--- src/rtl/button_conditioner_pkg.sv ---
// Shared definitions for the button conditioner.
//   - ch_state_e : 2-bit per-channel debounce state encoding
//   - NumBtn     : number of button channels
//   - DefDebounceCycles / DefSyncStages : default parameter values
package button_conditioner_pkg;

   localparam int unsigned NumBtn            = 3;
   localparam int unsigned DefDebounceCycles = 16;
   localparam int unsigned DefSyncStages     = 2;

   typedef enum logic [1:0] {
      StIdleLow  = 2'd0,
      StWaitHigh = 2'd1,
      StIdleHigh = 2'd2,
      StWaitLow  = 2'd3
   } ch_state_e;

endpackage

--- src/rtl/button_conditioner_debounce_channel.sv ---
// Single button channel: SYNC_STAGES-deep synchronizer followed by a debounce FSM
// with a stability counter, plus an optional rising-edge pulse register.
// Optional feature macro: BTN_PULSE_EN (builds the pulse register).
// Ports:
//   clk     - system clock, rising edge
//   rst_n   - asynchronous active-low reset
//   raw_i   - raw asynchronous button level
//   b_o     - debounced, registered level
//   pulse_o - one-cycle pulse after each accepted 0->1 commit (0 when pulse logic absent)
module debounce_channel
   import button_conditioner_pkg::*;
#(
   parameter int unsigned DEBOUNCE_CYCLES = DefDebounceCycles,
   parameter int unsigned SYNC_STAGES     = DefSyncStages
) (
   input  logic clk,
   input  logic rst_n,
   input  logic raw_i,
   output logic b_o,
   output logic pulse_o
);

   localparam int unsigned CntW = $clog2(DEBOUNCE_CYCLES);
   localparam logic [CntW-1:0] CntMax = CntW'(DEBOUNCE_CYCLES - 1);

   logic [SYNC_STAGES-1:0] sync_q;
   logic                   s;
   ch_state_e              state_q, state_d;
   logic [CntW-1:0]        cnt_q, cnt_d;
   logic                   cnt_done;

   // Synchronizer: bit 0 samples the raw input, the top bit feeds the FSM.
   always_ff @(posedge clk or negedge rst_n) begin
      if (!rst_n) begin
         sync_q <= '0;
      end else begin
         sync_q <= {sync_q[SYNC_STAGES-2:0], raw_i};
      end
   end

   assign s        = sync_q[SYNC_STAGES-1];
   assign cnt_done = (cnt_q == CntMax);

   always_ff @(posedge clk or negedge rst_n) begin
      if (!rst_n) begin
         state_q <= StIdleLow;
         cnt_q   <= '0;
      end else begin
         state_q <= state_d;
         cnt_q   <= cnt_d;
      end
   end

   always_comb begin
      state_d = state_q;
      cnt_d   = cnt_q;
      unique case (state_q)
         StIdleLow: begin
            if (s) begin
               state_d = StWaitHigh;
               cnt_d   = '0;
            end
         end
         StWaitHigh: begin
            if (!s) begin
               state_d = StIdleLow;
               cnt_d   = '0;
            end else if (cnt_done) begin
               state_d = StIdleHigh;
               cnt_d   = '0;
            end else begin
               cnt_d = cnt_q + CntW'(1);
            end
         end
         StIdleHigh: begin
            if (!s) begin
               state_d = StWaitLow;
               cnt_d   = '0;
            end
         end
         StWaitLow: begin
            if (s) begin
               state_d = StIdleHigh;
               cnt_d   = '0;
            end else if (cnt_done) begin
               state_d = StIdleLow;
               cnt_d   = '0;
            end else begin
               cnt_d = cnt_q + CntW'(1);
            end
         end
         default: begin
            state_d = StIdleLow;
            cnt_d   = '0;
         end
      endcase
   end

   // The accepted level is high exactly in IdleHigh and WaitLow (state bit 1),
   // so b comes straight from the state register.
   assign b_o = state_q[1];

`ifdef BTN_PULSE_EN
   logic pulse_q;
   logic rise_commit;

   assign rise_commit = (state_q == StWaitHigh) && s && cnt_done;

   always_ff @(posedge clk or negedge rst_n) begin
      if (!rst_n) begin
         pulse_q <= 1'b0;
      end else begin
         pulse_q <= rise_commit;
      end
   end

   assign pulse_o = pulse_q;
`else
   assign pulse_o = 1'b0;
`endif

endmodule

--- src/rtl/button_conditioner.sv ---
// Three-channel button conditioner: turns raw bouncing buttons into clean,
// clock-synchronous levels b[3:1] for the downstream button state machine.
// Optional feature macro: BTN_PULSE_EN (enables b_pulse; otherwise tied to 0).
// Ports:
//   clk     - system clock, rising edge
//   rst_n   - asynchronous active-low reset
//   btn_raw - raw asynchronous button levels [3:1]
//   b       - debounced, registered levels [3:1]
//   b_pulse - one-cycle pulse per accepted 0->1 transition of b [3:1]
module button_conditioner
   import button_conditioner_pkg::*;
#(
   parameter int unsigned DEBOUNCE_CYCLES = DefDebounceCycles,
   parameter int unsigned SYNC_STAGES     = DefSyncStages
) (
   input  logic              clk,
   input  logic              rst_n,
   input  logic [NumBtn:1]   btn_raw,
   output logic [NumBtn:1]   b,
   output logic [NumBtn:1]   b_pulse
);

   for (genvar i = 1; i <= NumBtn; i++) begin : gen_ch
      debounce_channel #(
         .DEBOUNCE_CYCLES (DEBOUNCE_CYCLES),
         .SYNC_STAGES     (SYNC_STAGES)
      ) u_ch (
         .clk     (clk),
         .rst_n   (rst_n),
         .raw_i   (btn_raw[i]),
         .b_o     (b[i]),
         .pulse_o (b_pulse[i])
      );
   end

endmodule

--- config.mk ---
export PLATFORM = sky130hd
export DESIGN_NAME = button_conditioner
export DESIGN_NICKNAME = d
export VERILOG_FILES = /design/src/rtl/button_conditioner_pkg.sv /design/src/rtl/button_conditioner_debounce_channel.sv /design/src/rtl/button_conditioner.sv
export SDC_FILE = /design/constraint.sdc
export NUM_CORES = 1
export LEC_CHECK = 0
export BUFFER_PORTS_ARGS = -buffer_cell sky130_fd_sc_hd__buf_2
export CAP_MARGIN = 15
export CELL_PAD_IN_SITES_DETAIL_PLACEMENT = 1
export CELL_PAD_IN_SITES_GLOBAL_PLACEMENT = 1
export CORE_UTILIZATION = 25
export CTS_CLUSTER_SIZE = 12
export DETAILED_ROUTE_END_ITERATION = 8
export PLACE_DENSITY = 0.45
export SLEW_MARGIN = 20
export SYNTH_ARGS = -nofsm -noshare
export SYNTH_HDL_FRONTEND = slang
export SYNTH_SLANG_ARGS = --single-unit
--- constraint.sdc ---
create_clock -name clk -period 2.3 [get_ports clk]
set_clock_uncertainty 0.1 [all_clocks]
set_input_delay 0.345 -clock clk [delete_from_list [all_inputs] [get_ports clk]]
set_output_delay 0.345 -clock clk [all_outputs]
set_load 0.02 [all_outputs]
Word-level counts from Yosys, hierarchy flattened
Index checks and enable logic that the tools add are counted.
{"block": "totals", "regBits": 24, "inputBits": 5}
{"block": "op_classes", "add_sub_neg": 3, "n_eq_ne": 24, "n_mux": 39, "reduce_logical": 9}
{"op": "$mux W4", "n": 15}
{"op": "$pmux W4 S4", "n": 3}
{"op": "$mux W2", "n": 18}
{"op": "$pmux W2 S4", "n": 3}
{"op": "$add A4 B1 Y4 const B", "n": 3}
{"op": "$eq A2 B2 Y1 const B", "n": 6}
{"op": "$eq A4 B4 Y1 const B", "n": 3}
{"op": "$reduce_and A4 Y1", "n": 3}
{"op": "$ne A3 B1 Y1 const B", "n": 3}
{"op": "$ne A3 B3 Y1 const B", "n": 3}
{"op": "$eq A2 B1 Y1 const B", "n": 3}
{"op": "$logic_not A2 Y1", "n": 3}
{"op": "$ne A2 B1 Y1 const B", "n": 3}
{"op": "$ne A2 B2 Y1 const B", "n": 3}
{"op": "$reduce_and A2 Y1", "n": 3}

Depth between registers and ports, before layout
{"block": "logic_depth", "word_depth": 4, "mapped_depth": 4}

By module
From an unflattened synthesis, not the netlist that was laid out.
{"block": "hier_totals", "cells_unflattened": 99, "area_unflattened_um2": 1126.1}
{"mod": "debounce_channel", "n_inst": 3, "cells_per_inst": 33, "area_per_inst_um2": 375.4}

Least setup slack after synthesis
OpenSTA, ideal clock, no wires.
{"block": "synth_path", "path_kind": "reg-to-reg", "startpoint": "register gen_ch[2].u_ch.cnt_q[0]", "endpoint": "register with a tool-made name", "setup_ns": 0.125, "arrival_time_ns": 1.196, "t_required_ns": 2.075, "path_slack_ns": 0.880, "path_stages_with_launch": 5, "n_path_buf": 0, "synth_period_minus_slack_ns": 1.420, "path_cell_list": "dfrtp_1 > ha_1 > and3_1 > nand2_1 > mux2_2"}
{"element": "start: declaration", "line": "button_conditioner_debounce_channel.sv:29", "text": "logic [CntW-1:0] cnt_q, cnt_d;"}
{"element": "start signal: assignment", "line": "button_conditioner_debounce_channel.sv:50", "text": "cnt_q <= cnt_d;"}

==> results.ini <==
[outcome]
outcome=completed

[setup_path]
critPathSlowestCell=dfrtp_1
worstPathCellList=ha_1 -> and3_1 -> nand2_1 -> mux2_2
max_stage_delay_ns=0.43
start_kind=flip-flop
cp.required_ns=2.36
cp_top_family=flip-flops
end_kind=flip-flop
critical_path_arrival_ns=1.57
crit_type=reg2reg
cp_num_buf_inv=0
critPathMaxFanout=5

[cells_and_area]
drive_above_1_share_pct=14.8
finalNetCount=117
final_common_cell=dfrtp_1
multi_input_area_um2=440
area_growth_pct=11.5
final_cells=160
regArea_um2=601
design_area_mm2=0.00125
fillers=504
diodes=0
final_cell_mix=dfrtp_1 (24), nand3_1 (8), inv_1 (8)
fin_util_pct=29.0

[timing]
grt_setup_unrepaired=no
finalCritPeriodShare_pct=65.8
layout_setup_ws_ns=0.787
slew_viol_final=0
slew_headroom_pct=62.8
setup_viol_count_final=0
fmaxAchievable_mhz=661
tightest_slew_ns=0.559
period_needed_ns=1.51
fin_tns_setup_ns=0
hold_violations=0
hold_slack_ns=0.0734

[placement]
dpl-instance-area_mm2=0.00117
place_inst=155
io_buffers=7
dp_hpwl_um=1510
post-place-ws_ns=0.800
place.gp.congestion=0.651

[cts]
clockBufferDepth=2
clock_sinks=24
numCtsBuffers=3
clockRootBuffer=clkbuf_8
clk-insertion-delay-late_ns=0.27
clkTransAtPathRegs_ns=0.09
post_cts_buffers=0
cts_hold_buf=1
cts_htree_levels=1
cts_resized=0
cts_tree=built

[hold_path]
hp-class=in2reg

[power_and_ir_drop]
power_density_mw_per_mm2=739
p_leak_nw=0.569
power.total_mw=0.926
max-vdd-ir-drop_uv=372

[synth]
ys_seq_area_share_pct=53.5
yosys_warnings=0
avgSynthCellArea_um2=10.9
ys_types=28
synth_top_area_share_pct=53.5
synth.area.top_cells=dfrtp_1 (53%), buf_4 (4.7%), mux2_2 (4.0%)
syn-cell-area_mm2=0.00112
ys_ff_latch=24
synth_cells=103
yosys.area.top_type=dfrtp_1

[global_routing]
grt_max_degree=25
grt_pass1_wl_um=3790
grt_overflow=0
track_usage_pct=10.1
grt_pass1_vias=800
antenna_found_initial=0

[routing]
first_pass_iters=4
drc=0
wl_um=2140
drt-wirelength-per-cell_um=13.4
via_per_inst=4.70
vias=752
postRouteAntennaNets=0
drt_iter0_drc=6

[floorplan]
initial_core_util_pct=26.0
core_area_mm2=0.00432
die_h_um=69.0
die_w_um=69.0
num_rows=24
dieArea_mm2=0.00477
io_pins=11

[job]
drv_cap=0

==> metal layers <==
layer	wire length [um]	vias to the layer above	share of wire [%]	global-route usage (%)
met2	997	11	47	16.6
met3	75	2	3.5	3.51
li1	-	368	-	-
met5	0	-	0	0
met4	17	0	0.79	2.04
met1	1050	371	49	12.7
==> where the power goes <==
part           switching, mW  internal (mW)  total, mW
sequential            0.0314          0.448      0.480
combinational         0.0418         0.0284     0.0702
clock                  0.143          0.233      0.375
==> logic make-up (layout without fill, tap and decap cells) <==
logic type      count (synthesis)  count (layout)  share of synthesized area, %
mux                             4               4                          4.01
flops                          24              24                          53.5
simple gates                   29              29                          15.1
other cells                     1               3                         0.334
buf+inv                        17              20                          8.02
compound gates                 20              20                          11.8
xor+xnor                        5               5                          3.90
fa+ha+maj                       3               3                          3.34
==> synth_stat cells <==
cell type  count
mux2_2         4
xnor2_1        2
a22o_1         2
nand2b_1       1
a21oi_1        5
o311ai_1       1
and4b_1        3
dfrtp_1       24
ha_1           3
buf_4          7
clkbuf_1       2
o211ai_1       2
xor2_1         3
nand3b_1       2
o21ai_0        3
nor2_1         3
and3_1         2
nand2_1        3
or2_2          1
conb_1         1
or4_1          1
nor3_1         1
o2111ai_1      3
nand3_1        8
nand4_1        2
and2_1         2
a31oi_1        4
inv_1          8
==> area by class of cell <==
cell class | count | area share [%]
sequential | 24 | 48.0
timing repair buffer | 8 | 3.60
clock buffer | 3 | 3.30
multi-input combinational | 64 | 35.2
tap | 52 | 5.19
clock inverter | 1 | 2.40
inverter | 8 | 2.40
==> worst reg2reg max path: cells and delay by family, from the launching register on <==
family	cells	cell delay [ns]
flip-flops	1	0.43
AND/OR/NAND/NOR	2	0.30
adder cells (fa/ha/maj)	1	0.25
multiplexers	1	0.33
==> worst paths after layout <==
path	slack, ns	to	depth (start not counted)	start
max in group asynchronous	1.23	gen_ch[3].u_ch.cnt_q[0]	2	rst_n
worst max-delay path	0.79	flip-flop	4	gen_ch[2].u_ch.cnt_q[0]
worst max register to register	0.79	flip-flop	4	gen_ch[2].u_ch.cnt_q[0]
min in group asynchronous	0.50	gen_ch[2].u_ch.cnt_q[2]	2	rst_n
worst min register to register	0.26	gen_ch[2].u_ch.sync_q[1]	0	gen_ch[2].u_ch.sync_q[0]
worst min-delay path	0.07	gen_ch[2].u_ch.sync_q[0]	1	btn_raw[2]
Note: power is estimated with default switching activity, not from simulation.
